==> src/rtl/fetch_pkg.sv <==
// Shared types and default parameters for the instruction prefetch unit.
package fetch_pkg;

    localparam int unsigned DEF_DATA_WIDTH = 16;
    localparam int unsigned DEF_ADDR_WIDTH = 12;
    localparam int unsigned DEF_RESET_PC   = 0;

    // One prefetched instruction together with the PC it was fetched from.
    typedef struct packed {
        logic [DEF_ADDR_WIDTH-1:0] pc;
        logic [DEF_DATA_WIDTH-1:0] instr;
    } fetch_entry_t;

endpackage

==> src/rtl/fetch_fifo.sv <==
// First-word-fall-through FIFO holding prefetched instructions; supports flush.
module fetch_fifo
    import fetch_pkg::*;
#(
    parameter int unsigned DEPTH   = 4,
    parameter type         entry_t = fetch_entry_t
) (
    input  logic                   clk,
    input  logic                   rst,
    input  logic                   push_i,
    input  entry_t                 push_data_i,
    input  logic                   pop_i,
    input  logic                   flush_i,
    output entry_t                 head_o,
    output logic                   valid_o,
    output logic [$clog2(DEPTH):0] count_o
);

    localparam int unsigned PW = $clog2(DEPTH);
    localparam int unsigned CW = PW + 1;

    entry_t          mem_q [DEPTH];
    logic [PW-1:0]   rd_ptr_q, rd_ptr_d;
    logic [PW-1:0]   wr_ptr_q, wr_ptr_d;
    logic [CW-1:0]   count_q,  count_d;
    logic            do_push;
    logic            do_pop;

    // Pointer and occupancy update; flush wins over any push or pop.
    always_comb begin
        rd_ptr_d = rd_ptr_q;
        wr_ptr_d = wr_ptr_q;
        count_d  = count_q;
        do_pop   = pop_i && (count_q != '0);
        do_push  = push_i && !flush_i && ((count_q < CW'(DEPTH)) || do_pop);
        if (flush_i) begin
            rd_ptr_d = '0;
            wr_ptr_d = '0;
            count_d  = '0;
        end else begin
            if (do_push) begin
                wr_ptr_d = wr_ptr_q + PW'(1);
            end
            if (do_pop) begin
                rd_ptr_d = rd_ptr_q + PW'(1);
            end
            if (do_push && !do_pop) begin
                count_d = count_q + CW'(1);
            end else if (do_pop && !do_push) begin
                count_d = count_q - CW'(1);
            end
        end
    end

    // Pointer and occupancy registers.
    always_ff @(posedge clk or posedge rst) begin
        if (rst) begin
            rd_ptr_q <= '0;
            wr_ptr_q <= '0;
            count_q  <= '0;
        end else begin
            rd_ptr_q <= rd_ptr_d;
            wr_ptr_q <= wr_ptr_d;
            count_q  <= count_d;
        end
    end

    // Entry storage; written only on an accepted push.
    always_ff @(posedge clk or posedge rst) begin
        if (rst) begin
            for (int unsigned i = 0; i < DEPTH; i++) begin
                mem_q[i] <= '0;
            end
        end else if (do_push) begin
            mem_q[wr_ptr_q] <= push_data_i;
        end
    end

    assign head_o  = mem_q[rd_ptr_q];
    assign valid_o = (count_q != '0);
    assign count_o = count_q;

endmodule

==> src/rtl/fetch_prefetch_queue.sv <==
// Instruction fetch unit: PC, in-flight tracking and issue logic in front of a prefetch FIFO.
module fetch_prefetch_queue
    import fetch_pkg::*;
#(
    parameter int unsigned DATA_WIDTH  = DEF_DATA_WIDTH,
    parameter int unsigned ADDR_WIDTH  = DEF_ADDR_WIDTH,
    parameter int unsigned QUEUE_DEPTH = 4,
    parameter int unsigned RESET_PC    = DEF_RESET_PC
) (
    input  logic                         clk,
    input  logic                         reset,
    output logic                         mem_rd_en,
    output logic [ADDR_WIDTH-1:0]        mem_addr,
    input  logic [DATA_WIDTH-1:0]        mem_rdata,
    input  logic                         redirect_valid,
    input  logic [ADDR_WIDTH-1:0]        redirect_pc,
    output logic                         instr_valid,
    output logic [DATA_WIDTH-1:0]        instr,
    output logic [ADDR_WIDTH-1:0]        instr_pc,
    input  logic                         instr_ready,
    output logic [$clog2(QUEUE_DEPTH):0] queue_count
);

    localparam int unsigned CW = $clog2(QUEUE_DEPTH) + 1;
    localparam int unsigned OW = CW + 1;

    typedef struct packed {
        logic [ADDR_WIDTH-1:0] pc;
        logic [DATA_WIDTH-1:0] instr;
    } entry_t;

    logic [ADDR_WIDTH-1:0] fetch_pc_q, fetch_pc_d;
    logic [ADDR_WIDTH-1:0] req_pc_q,   req_pc_d;
    logic                  req_valid_q, req_valid_d;
    entry_t                last_q,     last_d;

    entry_t                head;
    entry_t                push_data;
    logic                  fifo_valid;
    logic [CW-1:0]         count;
    logic [OW-1:0]         occupancy;
    logic                  issue;
    logic                  push;
    logic                  pop;

    // Issue a read only when the queue has room for everything already in flight.
    always_comb begin
        occupancy = OW'(count) + OW'(req_valid_q);
        issue     = !reset && !redirect_valid && (occupancy < OW'(QUEUE_DEPTH));
    end

    // Next PC, in-flight request tracking and FIFO push/pop control.
    always_comb begin
        fetch_pc_d      = fetch_pc_q;
        req_valid_d     = issue;
        req_pc_d        = fetch_pc_q;
        push            = req_valid_q && !redirect_valid;
        push_data.pc    = req_pc_q;
        push_data.instr = mem_rdata;
        instr_valid     = fifo_valid && !redirect_valid;
        pop             = instr_valid && instr_ready;
        last_d          = fifo_valid ? head : last_q;
        if (redirect_valid) begin
            fetch_pc_d  = redirect_pc;
            req_valid_d = 1'b0;
        end else if (issue) begin
            fetch_pc_d  = fetch_pc_q + ADDR_WIDTH'(1);
        end
    end

    // PC, in-flight request and last-delivered head registers.
    always_ff @(posedge clk or posedge reset) begin
        if (reset) begin
            fetch_pc_q  <= ADDR_WIDTH'(RESET_PC);
            req_pc_q    <= '0;
            req_valid_q <= 1'b0;
            last_q      <= '0;
        end else begin
            fetch_pc_q  <= fetch_pc_d;
            req_pc_q    <= req_pc_d;
            req_valid_q <= req_valid_d;
            last_q      <= last_d;
        end
    end

    fetch_fifo #(
        .DEPTH   (QUEUE_DEPTH),
        .entry_t (entry_t)
    ) u_fifo (
        .clk         (clk),
        .rst         (reset),
        .push_i      (push),
        .push_data_i (push_data),
        .pop_i       (pop),
        .flush_i     (redirect_valid),
        .head_o      (head),
        .valid_o     (fifo_valid),
        .count_o     (count)
    );

    // When the queue drains, the outputs keep showing the last head seen.
    assign instr       = fifo_valid ? head.instr : last_q.instr;
    assign instr_pc    = fifo_valid ? head.pc    : last_q.pc;
    assign mem_rd_en   = issue;
    assign mem_addr    = fetch_pc_q;
    assign queue_count = count;

endmodule

==> config.mk <==
export PLATFORM = sky130hd
export DESIGN_NAME = fetch_prefetch_queue
export DESIGN_NICKNAME = d
export VERILOG_FILES = /design/src/rtl/fetch_pkg.sv /design/src/rtl/fetch_fifo.sv /design/src/rtl/fetch_prefetch_queue.sv
export SDC_FILE = /design/constraint.sdc
export NUM_CORES = 1
export LEC_CHECK = 0
export BUFFER_PORTS_ARGS = -buffer_cell sky130_fd_sc_hd__buf_2
export CAP_MARGIN = 20
export CORE_MARGIN = 5
export CORE_UTILIZATION = 50
export CTS_CLUSTER_SIZE = 25
export DETAILED_ROUTE_END_ITERATION = 10
export PLACE_DENSITY = 0.69
export SYNTH_ARGS = -nofsm -noshare
export SYNTH_HDL_FRONTEND = slang
export SYNTH_SLANG_ARGS = --single-unit
==> constraint.sdc <==
create_clock -name clk -period 7.9 [get_ports clk]
set_input_delay 0.79 -clock clk [delete_from_list [all_inputs] [get_ports clk]]
set_output_delay 0.79 -clock clk [all_outputs]
set_load 0.005 [all_outputs]
-- Yosys cells after proc, flatten, opt, wreduce, memory -nomap -nowiden
Cells that the tools add are included.
W data, S select, Z words.
- mux-type cells: 18
- reduce and logical (&&, ||, !) cells: 21
- shift operators: 0
- add/subtract/negate cells: 6
- $lt $le $gt $ge: 5
- div/mod/pow operators: 0
- multiply operators: 0
- equality and inequality tests: 0
- bitwise gates (word level): 2
- operators with widths (kind ; count):
    $bwmux W112 ; 1
    $mux W28 ; 3
    $bmux W28 S2 ; 1
    $demux W28 S2 ; 1
    $mux W12 ; 3
    $mux W16 ; 1
    $add A12 B1 Y12 const B ; 1
    $logic_and A1 B1 Y1 ; 11
    $mux W3 ; 3
    $mux W2 ; 4
    $ge A3 B3 Y1 const B ; 2
    $not A2 Y3 ; 2
    $reduce_bool A2 Y1 ; 3
    $reduce_bool A3 Y1 ; 2
    $add A2 B1 Y2 const B ; 2
    $add A3 B1 Y4 ; 1
    $logic_not A1 Y1 ; 4
    $lt A4 B3 Y1 const B ; 1
    $add A3 B1 Y3 const B ; 1
    $lt A3 B1 Y1 const B ; 1
    $lt A3 B3 Y1 const B ; 1
    $sub A3 B1 Y3 const B ; 1
    $logic_or A1 B1 Y1 ; 1
    $mux W1 ; 1
- memories kept: 0
- input bits: 32
- register bits after elaboration: 172
- bits in read-only memories: 0
- bits in writable memories: 0
- latch bits: 0

-- Depth between registers and ports, before layout
- depth after elaboration: 11
- mapped depth: 8
- depth with buffers taken out: 7

-- Hierarchy
Synthesis repeated with hierarchy kept, for this count alone.
- cells, all modules: 486
- area total of the unflattened synthesis: 7652.3 sq um
- modules (own cells, without submodules) (module ; times used ; seq. area each (sq um) ; cells each ; area each (sq um)):
    fetch_fifo ; 1 ; 2977.9 ; 332 ; 5549.1
    fetch_prefetch_queue ; 1 ; 1326.3 ; 154 ; 2103.3

-- Least setup slack after synthesis
Ideal clock, no wire load.
- kind: register -> output
- start point: register u_fifo.rd_ptr_q[0]
- end point: output port instr[0]
- slack: 5.396 ns
- buffers on the path: 2
- stages on the path, launching flop included: 5
- data arrival time: 1.714 ns
- required time: 7.110 ns
- cells stage by stage: dfrtp_1 > buf_2 > buf_2 > mux4_2 > mux2_2
- cells in the longest elaborated chain, start to end: 5
- RTL lines (what ; line ; RTL):
    start, declared ; fetch_fifo.sv:23 ; logic [PW-1:0] rd_ptr_q, rd_ptr_d;
    start signal, assigned ; fetch_fifo.sv:62 ; rd_ptr_q <= rd_ptr_d;
    $not A2 Y3 (not written as such) ; fetch_fifo.sv:79 ; assign head_o = mem_q[rd_ptr_q];
    $bmux W28 S2 ; fetch_fifo.sv:79 ;
    $mux W28 (not written as such) (2 in series) ; fetch_fifo.sv:79 ;
    $mux W16 ; fetch_prefetch_queue.sv:102 ; assign instr = fifo_valid ? head.instr : last_q.instr;
    end, declared ; fetch_prefetch_queue.sv:18 ; output logic [DATA_WIDTH-1:0] instr,
No other way between the ends. The select of a mux whose other input is x is not followed.

-- Worst setup path after layout
- start point: register u_fifo.rd_ptr_q[0]
- end point: output port instr[6]
Same word-level chain as after synthesis.

==> results.ini <==
[setup_path]
cp_top_family = multiplexers
path_max_fanout = 18
cp_slowest_cell = dfrtp_2
cp-end-kind = primary output
critPathMaxStageDelay_ns = 0.64
worstPathCellList = buf_12, mux4_2, mux2_2, buf_2
start_kind = register
critPathRequiredTime_ns = 7.11
crit_type = reg -> out
path_buf_inv = 2
arrival_ns = 2.29

[routing]
initialDrtViolationCount = 188
route.detailed.drc = 0
avgRoutedWirePerCell_um = 18.98
ant_nets = 0
routed_wl_um = 14120
vias = 4174
firstDrtPassIters = 4
vias_per_cell = 5.610

[placed_design]
io_buffers = 76
post-place-ws_ns = 4.956
dpl.cell_count = 712
place_congestion = 0.8234
dpl.hpwl_um = 8783

[die]
die_w_um = 131.9
die_y_um = 131.9
rows = 44
die_area_um2 = 17400
coreArea_um2 = 14530
io_pins = 77
start_util_pct = 51.12

[timing]
slew_viol_final = 0
clock_skew_ns = 0.007464
fmax_ghz = 0.3244
worst_slew_pin_slew_ns = 0.9526
slew-limit-headroom_pct = 36.50
period_share_pct = 39.02
rsz0062_at_grt = no
finalHoldViolCount = 0
finalWorstSetupSlack_ns = 4.818
layout_min_cycle_time_ns = 3.082
setup_viol = 0
tns_ns = 0

[logic_synthesis]
synth.area.mux_share_pct = 30.80
yosysSeqAreaShare_pct = 57.93
synth_xor_xnor_area_share_pct = 1.297
synth-seq-cells = 172
yosys_most_used_dff = dfrtp_1
yosys.area_share.simple_pct = 4.075
ys_types = 37
yosysWarnings = 0
synth_fp_nets = 511
synthAdderAreaFrac_pct = 1.111
syn_area_per_cell_um2 = 15.71
synth_compound_area_share_pct = 2.307
synth_area_um2 = 7430
synth_top_family_by_area = multiplexers
async_flop_share_pct = 100.0
synth_cells = 473
synth_edf_count = 0

[pwr]
swShare_pct = 27.98
powerDensity_nw_per_um2 = 368.5
p_sw_mw = 0.8806
power.clock.fraction_pct = 27.2
comb_power_share_pct = 31.0
pwr-share-seq_pct = 41.9
p_int_mw = 2.267
peakVddDrop_v = 0.0003262
p_leak_nw = 4.052
total_power_mw = 3.147

[outcome]
outcome = finished clean

[finish]
fin_cells = 744
fin_nets = 586
area_growth_pct = 14.95
drive_gt1_share_pct = 51.25
n_antenna_cell = 0

[clock_tree]
ctsResizeCount = 0
numCtsBuffers = 17
clk-insertion-delay-late_ns = 0.42
root_buffer = clkbuf_16
clk_pin_slew_worst_paths_ns = 0.06
h-tree-depth = 4
cts_hold_buffers = 0
postCtsSetupBuffers = 0
cts_tree = built
clk_path_buf_depth = 2
clock_sinks = 172

[global_routing]
grt_pass1_vias = 4419
grt_max_degree = 97
antenna_found_initial = 0
grt_usage_pct = 17.03
grt-ovfl-total = 0
grt_pass1_wl_um = 23580

[run]
maxCapViolCount = 0

[min_path]
min_path_type = reg -> reg

[cells by family (layout without fill, tap and decap cells)]
kind of cell               Yosys count  after routing
and+or+nand+nor                     55             55
muxes                              170            170
adders and majority gates            6              6
AOI/OAI and AO/OA                   28             28
xor gates and xnor gates            11             11
DFF                                172            172
buffers and inverters               31            118
[routing by layer]
layer / vias to the layer above / wire [µm] / global-route usage (%)
met5: - / 0 / 0
met4: 0 / 229 / 6.400
met3: 18 / 598 / 4.427
met2: 82 / 6706 / 26.31
met1: 2195 / 6587 / 23.39
li1: 1879 / - / -
[worst paths after layout]
check / start / to / slack (ns) / depth (start not counted)
worst max-delay path: u_fifo.rd_ptr_q[0] / instr[6] / 4.82 / 4
worst min-delay path: mem_addr[9] / req_pc_q[9] / 0.46 / 0
worst max register to register: u_fifo.count_o[2] / u_fifo.mem_q[22] / 5.65 / 4
worst min register to register: mem_addr[9] / req_pc_q[9] / 0.46 / 0
max in group asynchronous: reset / u_fifo.mem_q[14] / 5.83 / 3
min in group asynchronous: reset / mem_addr[0] / 0.54 / 2
[power by group through the flow]
stage                     clock [mW]  sequential, mW  combinational [mW]
after floorplan                    0            1.26               0.735
after global placement             0            1.34               0.934
after detailed placement           0            1.36               0.966
after CTS                      0.873            1.34               0.967
after global routing           0.908            1.35                1.07
final                          0.856            1.32               0.974
[state kept, by name (all words and copies together), names as in the netlist]
register and cells:
req_pc_q 12, req_valid_q 1, u_fifo.mem_q 112, u_fifo.rd_ptr_q 2, mem_addr 12, u_fifo.count_o 3, last_q 28, u_fifo.wr_ptr_q 2
[synth_stat cells (4+ instances only)]
cell | count | area [µm²]
xnor2_1 | 8 | 70.07
inv_1 | 7 | 26.28
nor3_1 | 6 | 30.03
nand4_1 | 4 | 25.02
nand2_1 | 15 | 56.30
nor2_1 | 10 | 37.54
mux4_2 | 29 | 653.1
mux2_2 | 127 | 1430
clkbuf_1 | 10 | 37.54
dfrtp_1 | 172 | 4304
nand3_1 | 4 | 20.02
buf_2 | 6 | 30.03
o21ai_0 | 15 | 75.07
mux2_4 | 13 | 195.2
ha_1 | 5 | 62.56
nand2_4 | 4 | 45.04
buf_6 | 8 | 90.09
[stage by stage]
stage | hold WS (ns) | area, µm² | util [%]
after floorplan | 0.4161 | 7430 | -
after global placement | 0.4431 | 7916 | 54.47
after detailed placement | 0.4370 | 7916 | 54.47
after CTS | 0.4539 | 8521 | 58.63
after global routing | 0.4652 | 8541 | 58.76
final | 0.4569 | 8541 | 58.76
[layout make-up]
cell class              instances  area (µm²)
clock inverters                13       175.2
fillers                      1116        5993
clock buffers                  18       429.2
well taps                     184       230.2
multi-input cells             270        2947
flip-flops and latches        172        4305
repair buffers                 80       422.9
inverters                       7       31.28
[placed cells by master, fill, tap and decap left out, types with 4 or more instances in the layout]
master / count
mux2_2: 127
nand3_1: 4
xnor2_1: 8
clkinv_2: 6
nand2_4: 4
dfrtp_1: 171
clkbuf_16: 17
buf_2: 76
inv_1: 6
nor3_1: 5
bufinv_16: 4
mux2_4: 13
mux4_2: 29
nand2_1: 15
nand4_1: 4
o21ai_0: 15
nor2_1: 10
ha_1: 5
(Power assumes the default switching activity.)
